[config.mk]
export PLATFORM = sky130hd
export DESIGN_NAME = fb_port_arbiter_flat
export DESIGN_NICKNAME = d
export VERILOG_FILES = /design/src/rtl/fb_port_arbiter_if.sv /design/src/rtl/fb_port_arbiter.sv /design/src/flat_wrapper.sv
export SDC_FILE = /design/constraint.sdc
export NUM_CORES = 1
export LEC_CHECK = 0
export ABC_AREA = 1
export CELL_PAD_IN_SITES_DETAIL_PLACEMENT = 1
export CELL_PAD_IN_SITES_GLOBAL_PLACEMENT = 2
export CORE_MARGIN = 2
export CORE_UTILIZATION = 25
export CTS_CLUSTER_DIAMETER = 100
export CTS_CLUSTER_SIZE = 8
export DETAILED_ROUTE_END_ITERATION = 7
export DONT_BUFFER_PORTS = 1
export GPL_TIMING_DRIVEN = 0
export PLACE_DENSITY_LB_ADDON = 0.1
export RECOVER_POWER = 50
export SYNTH_ARGS = -nofsm -noshare
export SYNTH_HDL_FRONTEND = slang
export SYNTH_SLANG_ARGS = --single-unit
[constraint.sdc]
create_clock -name clock -period 1.8 [get_ports clock]
set_clock_uncertainty 0.05 [all_clocks]
set_input_delay 0.27 -clock clock [delete_from_list [all_inputs] [get_ports clock]]
set_output_delay 0.27 -clock clock [all_outputs]
set_load 0.01 [all_outputs]
[src/rtl/fb_port_arbiter_if.sv]
// Bus bundle between the frame-buffer arbiter, its requesters (LCD scan, MCU write, fill)
// and the single-ported frame-buffer RAM.
interface fb_port_arbiter_if #(
    parameter int DATAW = 6,
    parameter int ADDRW = 15
);
    logic             rd_valid;
    logic [ADDRW-1:0] rd_addr;
    logic             rd_ready;
    logic [DATAW-1:0] rd_data;
    logic             rd_data_valid;

    logic             wr_valid;
    logic [ADDRW-1:0] wr_addr;
    logic [DATAW-1:0] wr_data;
    logic             wr_ready;

    logic             fill_start;
    logic [DATAW-1:0] fill_color;
    logic             fill_busy;
    logic             fill_done;

    logic [ADDRW-1:0] ram_addr;
    logic [DATAW-1:0] ram_din;
    logic             ram_we;
    logic             ram_re;
    logic [DATAW-1:0] ram_dout;

    modport slave (
        input  rd_valid, rd_addr, wr_valid, wr_addr, wr_data,
               fill_start, fill_color, ram_dout,
        output rd_ready, rd_data, rd_data_valid, wr_ready,
               fill_busy, fill_done, ram_addr, ram_din, ram_we, ram_re
    );

    modport master (
        output rd_valid, rd_addr, wr_valid, wr_addr, wr_data,
               fill_start, fill_color, ram_dout,
        input  rd_ready, rd_data, rd_data_valid, wr_ready,
               fill_busy, fill_done, ram_addr, ram_din, ram_we, ram_re
    );
endinterface

[src/rtl/fb_port_arbiter.sv]
// Single-port frame-buffer arbiter: LCD reads first, MCU writes / fill writes get a
// guaranteed slot after STARVE_LIMIT back-to-back reads.
module fb_port_arbiter #(
    parameter int DATAW        = 6,
    parameter int ADDRW        = 15,
    parameter int FILL_LAST    = 24191,
    parameter int STARVE_LIMIT = 8
) (
    input  logic               clock,
    input  logic               reset,
    fb_port_arbiter_if.slave   bus
);
    typedef enum logic {
        ST_IDLE = 1'b0,
        ST_FILL = 1'b1
    } state_t;

    localparam logic [7:0]       LP_STARVE    = 8'(STARVE_LIMIT);
    localparam logic [ADDRW-1:0] LP_FILL_LAST = ADDRW'(FILL_LAST);

    state_t           r_state;
    logic [7:0]       r_starve;
    logic [ADDRW-1:0] r_fill_cnt;
    logic [DATAW-1:0] r_fill_color;
    logic [ADDRW-1:0] r_ram_addr;
    logic [DATAW-1:0] r_ram_din;
    logic             r_ram_we;
    logic             r_ram_re;
    logic             r_re_d;
    logic [DATAW-1:0] r_rd_data;
    logic             r_rd_data_valid;
    logic             r_fill_busy;
    logic             r_fill_done;

    logic             w_low_pend;
    logic             w_under;
    logic             w_rd_grant;
    logic             w_low_grant;

    // Per-cycle grant decision; nothing is granted while reset is held low.
    always_comb begin
        w_low_pend  = 1'b0;
        w_under     = (r_starve < LP_STARVE);
        w_rd_grant  = 1'b0;
        w_low_grant = 1'b0;
        if (!reset) begin
            w_low_pend = 1'b0;
        end else begin
            w_low_pend = (r_state == ST_FILL) || bus.wr_valid;
            if (bus.rd_valid && w_under) begin
                w_rd_grant = 1'b1;
            end else if (w_low_pend) begin
                w_low_grant = 1'b1;
            end else if (bus.rd_valid) begin
                w_rd_grant = 1'b1;
            end else begin
                w_rd_grant = 1'b0;
            end
        end
    end

    assign bus.rd_ready      = w_rd_grant;
    assign bus.wr_ready      = w_low_grant && (r_state == ST_IDLE);
    assign bus.ram_addr      = r_ram_addr;
    assign bus.ram_din       = r_ram_din;
    assign bus.ram_we        = r_ram_we;
    assign bus.ram_re        = r_ram_re;
    assign bus.rd_data       = r_rd_data;
    assign bus.rd_data_valid = r_rd_data_valid;
    assign bus.fill_busy     = r_fill_busy;
    assign bus.fill_done     = r_fill_done;

    // RAM issue, read-return pipeline, starvation counter and IDLE/FILL state machine.
    always_ff @(posedge clock) begin
        if (!reset) begin
            r_state         <= ST_IDLE;
            r_starve        <= 8'd0;
            r_fill_cnt      <= '0;
            r_fill_color    <= '0;
            r_ram_addr      <= '0;
            r_ram_din       <= '0;
            r_ram_we        <= 1'b0;
            r_ram_re        <= 1'b0;
            r_re_d          <= 1'b0;
            r_rd_data       <= '0;
            r_rd_data_valid <= 1'b0;
            r_fill_busy     <= 1'b0;
            r_fill_done     <= 1'b0;
        end else begin
            r_ram_we <= w_low_grant;
            r_ram_re <= w_rd_grant;
            if (w_rd_grant) begin
                r_ram_addr <= bus.rd_addr;
            end else if (w_low_grant && (r_state == ST_FILL)) begin
                r_ram_addr <= r_fill_cnt;
                r_ram_din  <= r_fill_color;
            end else if (w_low_grant) begin
                r_ram_addr <= bus.wr_addr;
                r_ram_din  <= bus.wr_data;
            end else begin
                r_ram_addr <= r_ram_addr;
            end

            // RAM output becomes valid the cycle after ram_re; capture it one edge later.
            r_re_d          <= r_ram_re;
            r_rd_data_valid <= r_re_d;
            if (r_re_d) begin
                r_rd_data <= bus.ram_dout;
            end else begin
                r_rd_data <= r_rd_data;
            end

            if (!w_low_pend) begin
                r_starve <= 8'd0;
            end else if (w_rd_grant) begin
                r_starve <= r_starve + 8'd1;
            end else if (w_low_grant) begin
                r_starve <= 8'd0;
            end else begin
                r_starve <= r_starve;
            end

            r_fill_done <= 1'b0;
            case (r_state)
                ST_IDLE: begin
                    if (bus.fill_start) begin
                        r_state      <= ST_FILL;
                        r_fill_busy  <= 1'b1;
                        r_fill_color <= bus.fill_color;
                        r_fill_cnt   <= '0;
                    end else begin
                        r_fill_busy  <= 1'b0;
                    end
                end
                ST_FILL: begin
                    if (w_low_grant && (r_fill_cnt == LP_FILL_LAST)) begin
                        r_state     <= ST_IDLE;
                        r_fill_busy <= 1'b0;
                        r_fill_done <= 1'b1;
                    end else if (w_low_grant) begin
                        r_fill_cnt  <= r_fill_cnt + {{(ADDRW-1){1'b0}}, 1'b1};
                    end else begin
                        r_fill_cnt  <= r_fill_cnt;
                    end
                end
                default: begin
                    r_state     <= ST_IDLE;
                    r_fill_busy <= 1'b0;
                end
            endcase
        end
    end
endmodule

[src/flat_wrapper.sv]
// flat-port wrapper written by rule: the top's interface ports become plain ports
module fb_port_arbiter_flat 
#(
    parameter int DATAW        = 6,
    parameter int ADDRW        = 15,
    parameter int FILL_LAST    = 24191,
    parameter int STARVE_LIMIT = 8
)
  (clock, reset, bus_rd_valid, bus_rd_addr, bus_wr_valid, bus_wr_addr, bus_wr_data, bus_fill_start, bus_fill_color, bus_ram_dout, bus_rd_ready, bus_rd_data, bus_rd_data_valid, bus_wr_ready, bus_fill_busy, bus_fill_done, bus_ram_addr, bus_ram_din, bus_ram_we, bus_ram_re);
  fb_port_arbiter_if #(.DATAW(DATAW), .ADDRW(ADDRW)) bus_i ();
  input  logic clock;
  input  logic reset;
  input wire logic [$bits(bus_i.rd_valid)-1:0] bus_rd_valid;
  input wire logic [$bits(bus_i.rd_addr)-1:0] bus_rd_addr;
  input wire logic [$bits(bus_i.wr_valid)-1:0] bus_wr_valid;
  input wire logic [$bits(bus_i.wr_addr)-1:0] bus_wr_addr;
  input wire logic [$bits(bus_i.wr_data)-1:0] bus_wr_data;
  input wire logic [$bits(bus_i.fill_start)-1:0] bus_fill_start;
  input wire logic [$bits(bus_i.fill_color)-1:0] bus_fill_color;
  input wire logic [$bits(bus_i.ram_dout)-1:0] bus_ram_dout;
  output wire logic [$bits(bus_i.rd_ready)-1:0] bus_rd_ready;
  output wire logic [$bits(bus_i.rd_data)-1:0] bus_rd_data;
  output wire logic [$bits(bus_i.rd_data_valid)-1:0] bus_rd_data_valid;
  output wire logic [$bits(bus_i.wr_ready)-1:0] bus_wr_ready;
  output wire logic [$bits(bus_i.fill_busy)-1:0] bus_fill_busy;
  output wire logic [$bits(bus_i.fill_done)-1:0] bus_fill_done;
  output wire logic [$bits(bus_i.ram_addr)-1:0] bus_ram_addr;
  output wire logic [$bits(bus_i.ram_din)-1:0] bus_ram_din;
  output wire logic [$bits(bus_i.ram_we)-1:0] bus_ram_we;
  output wire logic [$bits(bus_i.ram_re)-1:0] bus_ram_re;
  assign bus_i.rd_valid = bus_rd_valid;
  assign bus_i.rd_addr = bus_rd_addr;
  assign bus_i.wr_valid = bus_wr_valid;
  assign bus_i.wr_addr = bus_wr_addr;
  assign bus_i.wr_data = bus_wr_data;
  assign bus_i.fill_start = bus_fill_start;
  assign bus_i.fill_color = bus_fill_color;
  assign bus_i.ram_dout = bus_ram_dout;
  assign bus_rd_ready = bus_i.rd_ready;
  assign bus_rd_data = bus_i.rd_data;
  assign bus_rd_data_valid = bus_i.rd_data_valid;
  assign bus_wr_ready = bus_i.wr_ready;
  assign bus_fill_busy = bus_i.fill_busy;
  assign bus_fill_done = bus_i.fill_done;
  assign bus_ram_addr = bus_i.ram_addr;
  assign bus_ram_din = bus_i.ram_din;
  assign bus_ram_we = bus_i.ram_we;
  assign bus_ram_re = bus_i.ram_re;
  fb_port_arbiter #(.DATAW(DATAW), .ADDRW(ADDRW), .FILL_LAST(FILL_LAST), .STARVE_LIMIT(STARVE_LIMIT)) u_core (.clock(clock), .reset(reset), .bus(bus_i));
endmodule
==> results.py <==
metrics = {
    "worst_setup_path": {
        "path_cells": "buf_6 -> nor2_4 -> nand2_1 -> nand2_2 -> nand2_4 -> clkinv_8 -> buf_8",
        "cp.arrival_ns": 1.42,
        "end_kind": "output pin",
        "crit_path_top_delay_cell": "dfxtp_1",
        "cp_max_fo": 10,
        "worstSetupPathType": "reg -> out",
        "worstPathRequired_ns": 1.48,
        "r2r-end": "u_core.r_fill_cnt[2]$_SDFFE_PN0P_",
        "r2r_slack_ns": 0.14,
        "reg2reg_from": "u_core.r_fill_cnt[0]$_SDFFE_PN0P_",
        "max_stage_delay_ns": 0.31,
        "r2r_cells": 9,
        "cp-start-kind": "register",
        "startpoint": "u_core.r_state$_SDFF_PN0_",
    },
    "clocking": {
        "cts_buffers": 9,
        "cts.path.max_buffers": 2,
        "cts_tree": "done",
        "cts_hold_buf": 0,
        "clkSlewWorstSetupHoldPaths_ns": 0.05,
        "clock_latency_ns": 0.34,
        "htreeDepth": 3,
        "clock-sinks": 63,
        "cts_root_buf": "clkbuf_16",
    },
    "power_and_ir_drop": {
        "net-switching-power_mw": 0.916,
        "internal-power_mw": 2.83,
        "p_clk_share_pct": 49.9,
        "vdd_drop_max_v": 0.000305,
        "total_power_mw": 3.74,
        "pwr-share-seq_pct": 40.7,
        "power.density_nw_per_um2": 999,
        "p_leak_nw": 1.52,
        "sw_frac_of_total_pct": 24.5,
        "comb_power_share_pct": 9.5,
    },
    "global_routing": {
        "grt_pass1_vias": 3085,
        "antenna_found_initial": 0,
        "grt_usage_pct": 16.1,
        "grt_max_degree": 11,
        "grt-ovfl-total": 0,
        "grt_pass1_wl_mm": 16.1,
    },
    "sta": {
        "fin_crit_sh_pct": 96.8,
        "worst_slew_pin_slew_ns": 0.769,
        "hold_viol_final": 0,
        "tns_ns": 0,
        "holdWs_ns": 0.0234,
        "setup_violations": 0,
        "relSlewSlack_pct": 48.7,
        "post-route-min-period_ns": 1.74,
        "grt_setup_unrepaired": "true",
        "fmax_ghz": 0.574,
        "slew_violations": 0,
    },
    "finish": {
        "multi_input_area_um2": 1570,
        "regArea_um2": 1270,
        "antennaDiodeCount": 0,
        "drive_above_1_share_pct": 14.6,
        "nets": 531,
        "design_area_um2": 3750,
        "syn2layout_area_growth_pct": 20.3,
        "fillers": 1505,
    },
    "floorplan": {
        "rows": 40,
        "start_util_pct": 25.8,
        "die_w_um": 116,
        "die-area_um2": 13400,
        "die_y_um": 116,
        "coreArea_um2": 12100,
        "pin_count": 87,
    },
    "route": {
        "ant_nets": 0,
        "via_per_inst": 4.43,
        "first_iter_violations": 77,
        "routed_wl_mm": 9.84,
        "wl_per_cell_um": 15.2,
        "first_pass_iters": 4,
        "via_count": 2869,
        "drc": 0,
    },
    "run_status": {
        "status": "finished clean",
    },
    "run": {
        "maxCapViolCount": 0,
    },
    "placed_design": {
        "dpl_cell_area_um2": 3330,
        "port_buffers": 0,
        "gp_congestion": 0.769,
        "dp_hpwl_mm": 7.63,
    },
    "synthesis": {
        "yosys_warnings": 0,
        "synth.area.top_cells": "dfxtp_1 41%, nand2_1 16%, nor2_1 6.6%",
        "synthAdderAreaFrac_pct": 0.804,
        "synth_area_per_cell_um2": 6.83,
        "seq_area_frac_synth_pct": 40.5,
        "synth_top_area_cell": "dfxtp_1",
        "synthesis.area_um2": 3110,
        "synth_top_family_by_area": "simple AND/OR/NAND/NOR gates",
        "synth_compound_area_share_pct": 14.7,
        "synthXorXnorAreaFrac_pct": 0.563,
        "synth_top_area_share_pct": 40.5,
        "yosys.cell_types.count": 33,
        "synth_simple_gate_area_share_pct": 33.2,
        "ys_ff_latch": 63,
        "synthMuxAreaShare_pct": 0,
        "synthCells": 456,
    },
    "worst_hold_path": {
        "hold_end": "u_core.bus.rd_data[4]$_SDFFE_PN0P_",
        "min-delay-path-class": "in -> reg",
        "min_from": "bus_ram_dout[4]",
        "holdPathStages": 2,
    },
}
cell usage in the layout (no fill, tap or decap), drive strengths merged:
cell,count
nand2,136
dfxtp,63
nor2,62
inv,53
a21oi,39
o21ai,36
nand3,23
clkbuf,20
buf,15
nand4,8
a31oi,4
nor3,4
conb,4
or2,3
xor2,2
bufinv,2
ha,2
clkinv,1
a21boi,1
a2111oi,1
clkinvlp,1
worst max-delay path, delay by kind of cell, from the launching register on:
kind / cells / cell delay [ns]
buffers and inverters: 3 / 0.37
DFF: 1 / 0.31
and+or+nand+nor: 4 / 0.40
power groups by stage:
stage	sequential, mW	clock, mW	combinational (mW)
2_1_floorplan	1.54	0	0.252
3_3_place_gp	1.55	0	0.335
3_5_place_dp	1.55	0	0.340
4_1_cts	1.52	1.93	0.362
5_1_grt	1.53	2.02	0.411
6_report	1.52	1.87	0.354
what timing repair did:
action,CTS,global route
pin swaps,2,3
gates resized for setup,8,3
setup endpoints to repair,17,14
buffers inserted,4,2
cells in the mapped netlist:
| cell type | number |
|---|---|
| a2111oi_0 | 1 |
| a21boi_0 | 1 |
| a21oi_1 | 33 |
| a21oi_2 | 5 |
| a21oi_4 | 1 |
| a31oi_1 | 4 |
| buf_2 | 3 |
| buf_4 | 5 |
| buf_6 | 3 |
| clkbuf_1 | 6 |
| clkinv_2 | 1 |
| conb_1 | 1 |
| dfxtp_1 | 63 |
| ha_1 | 2 |
| inv_1 | 43 |
| inv_2 | 9 |
| inv_4 | 1 |
| nand2_1 | 130 |
| nand2_2 | 3 |
| nand2_4 | 3 |
| nand3_1 | 21 |
| nand3_2 | 1 |
| nand3_4 | 1 |
| nand4_1 | 8 |
| nor2_1 | 55 |
| nor2_2 | 3 |
| nor2_4 | 4 |
| nor3_1 | 4 |
| o21ai_0 | 32 |
| o21ai_1 | 3 |
| o21ai_4 | 1 |
| or2_2 | 3 |
| xor2_1 | 2 |
logic make-up (layout without fill, tap and decap cells):
group / Yosys count / after routing
AO/OA/AOI/OAI: 81 / 81
XOR/XNOR: 2 / 2
adder cells (fa/ha/maj): 2 / 2
buffers and inverters: 71 / 92
flip-flops: 63 / 63
other: 1 / 4
AND/OR/NAND/NOR: 236 / 236
through the flow:
stage	setup slack, ns	instances	utilization (%)
2_1_floorplan	0.182	459	-
3_3_place_gp	-0.191	627	27.6
3_5_place_dp	-0.196	627	27.6
4_1_cts	0.00139	646	30.9
5_1_grt	-0.0455	648	31.1
6_report	0.0570	648	31.1
registers in the layout, indices dropped and copies added (netlist names), 6 cells and up:
name	cells
u_core.bus.ram_addr	15
u_core.r_fill_cnt	15
u_core.r_starve	8
u_core.bus.ram_din	6
u_core.bus.rd_data	6
u_core.r_fill_color	6
metal layers:
metal	GRT usage (%)	part of all wire (%)	vias up
met5	0	0	-
met4	6.59	1.8	0
met3	5.13	5.6	13
met2	26.3	46	60
met1	19.7	46	1319
li1	-	-	1477
how the worst max path moves through the flow:
stage / cells after the start / endpoint / slack [ns]
finish: 7 / bus_rd_ready / 0.06
detailed placement: 8 / u_core.r_fill_cnt[13]$_SDFFE_PN0P_ / -0.20
global route: 5 / bus_wr_ready / -0.05
global placement: 8 / u_core.r_fill_cnt[13]$_SDFFE_PN0P_ / -0.19
CTS: 9 / u_core.r_fill_cnt[2]$_SDFFE_PN0P_ / 0.001
floorplan: 9 / u_core.r_fill_cnt[3]$_SDFFE_PN0P_ / 0.18
cell type report:
type | instances | share of cell area [%]
Buffer | 17 | 3.01
Multi-Input combinational cell | 325 | 41.9
Clock inverter | 3 | 1.80
Tap cell | 168 | 5.61
Timing Repair Buffer | 6 | 1.44
Clock buffer | 12 | 6.58
Inverter | 54 | 5.81
Sequential cell | 63 | 33.8
No activity file was read; power rests on OpenSTA's default activity.
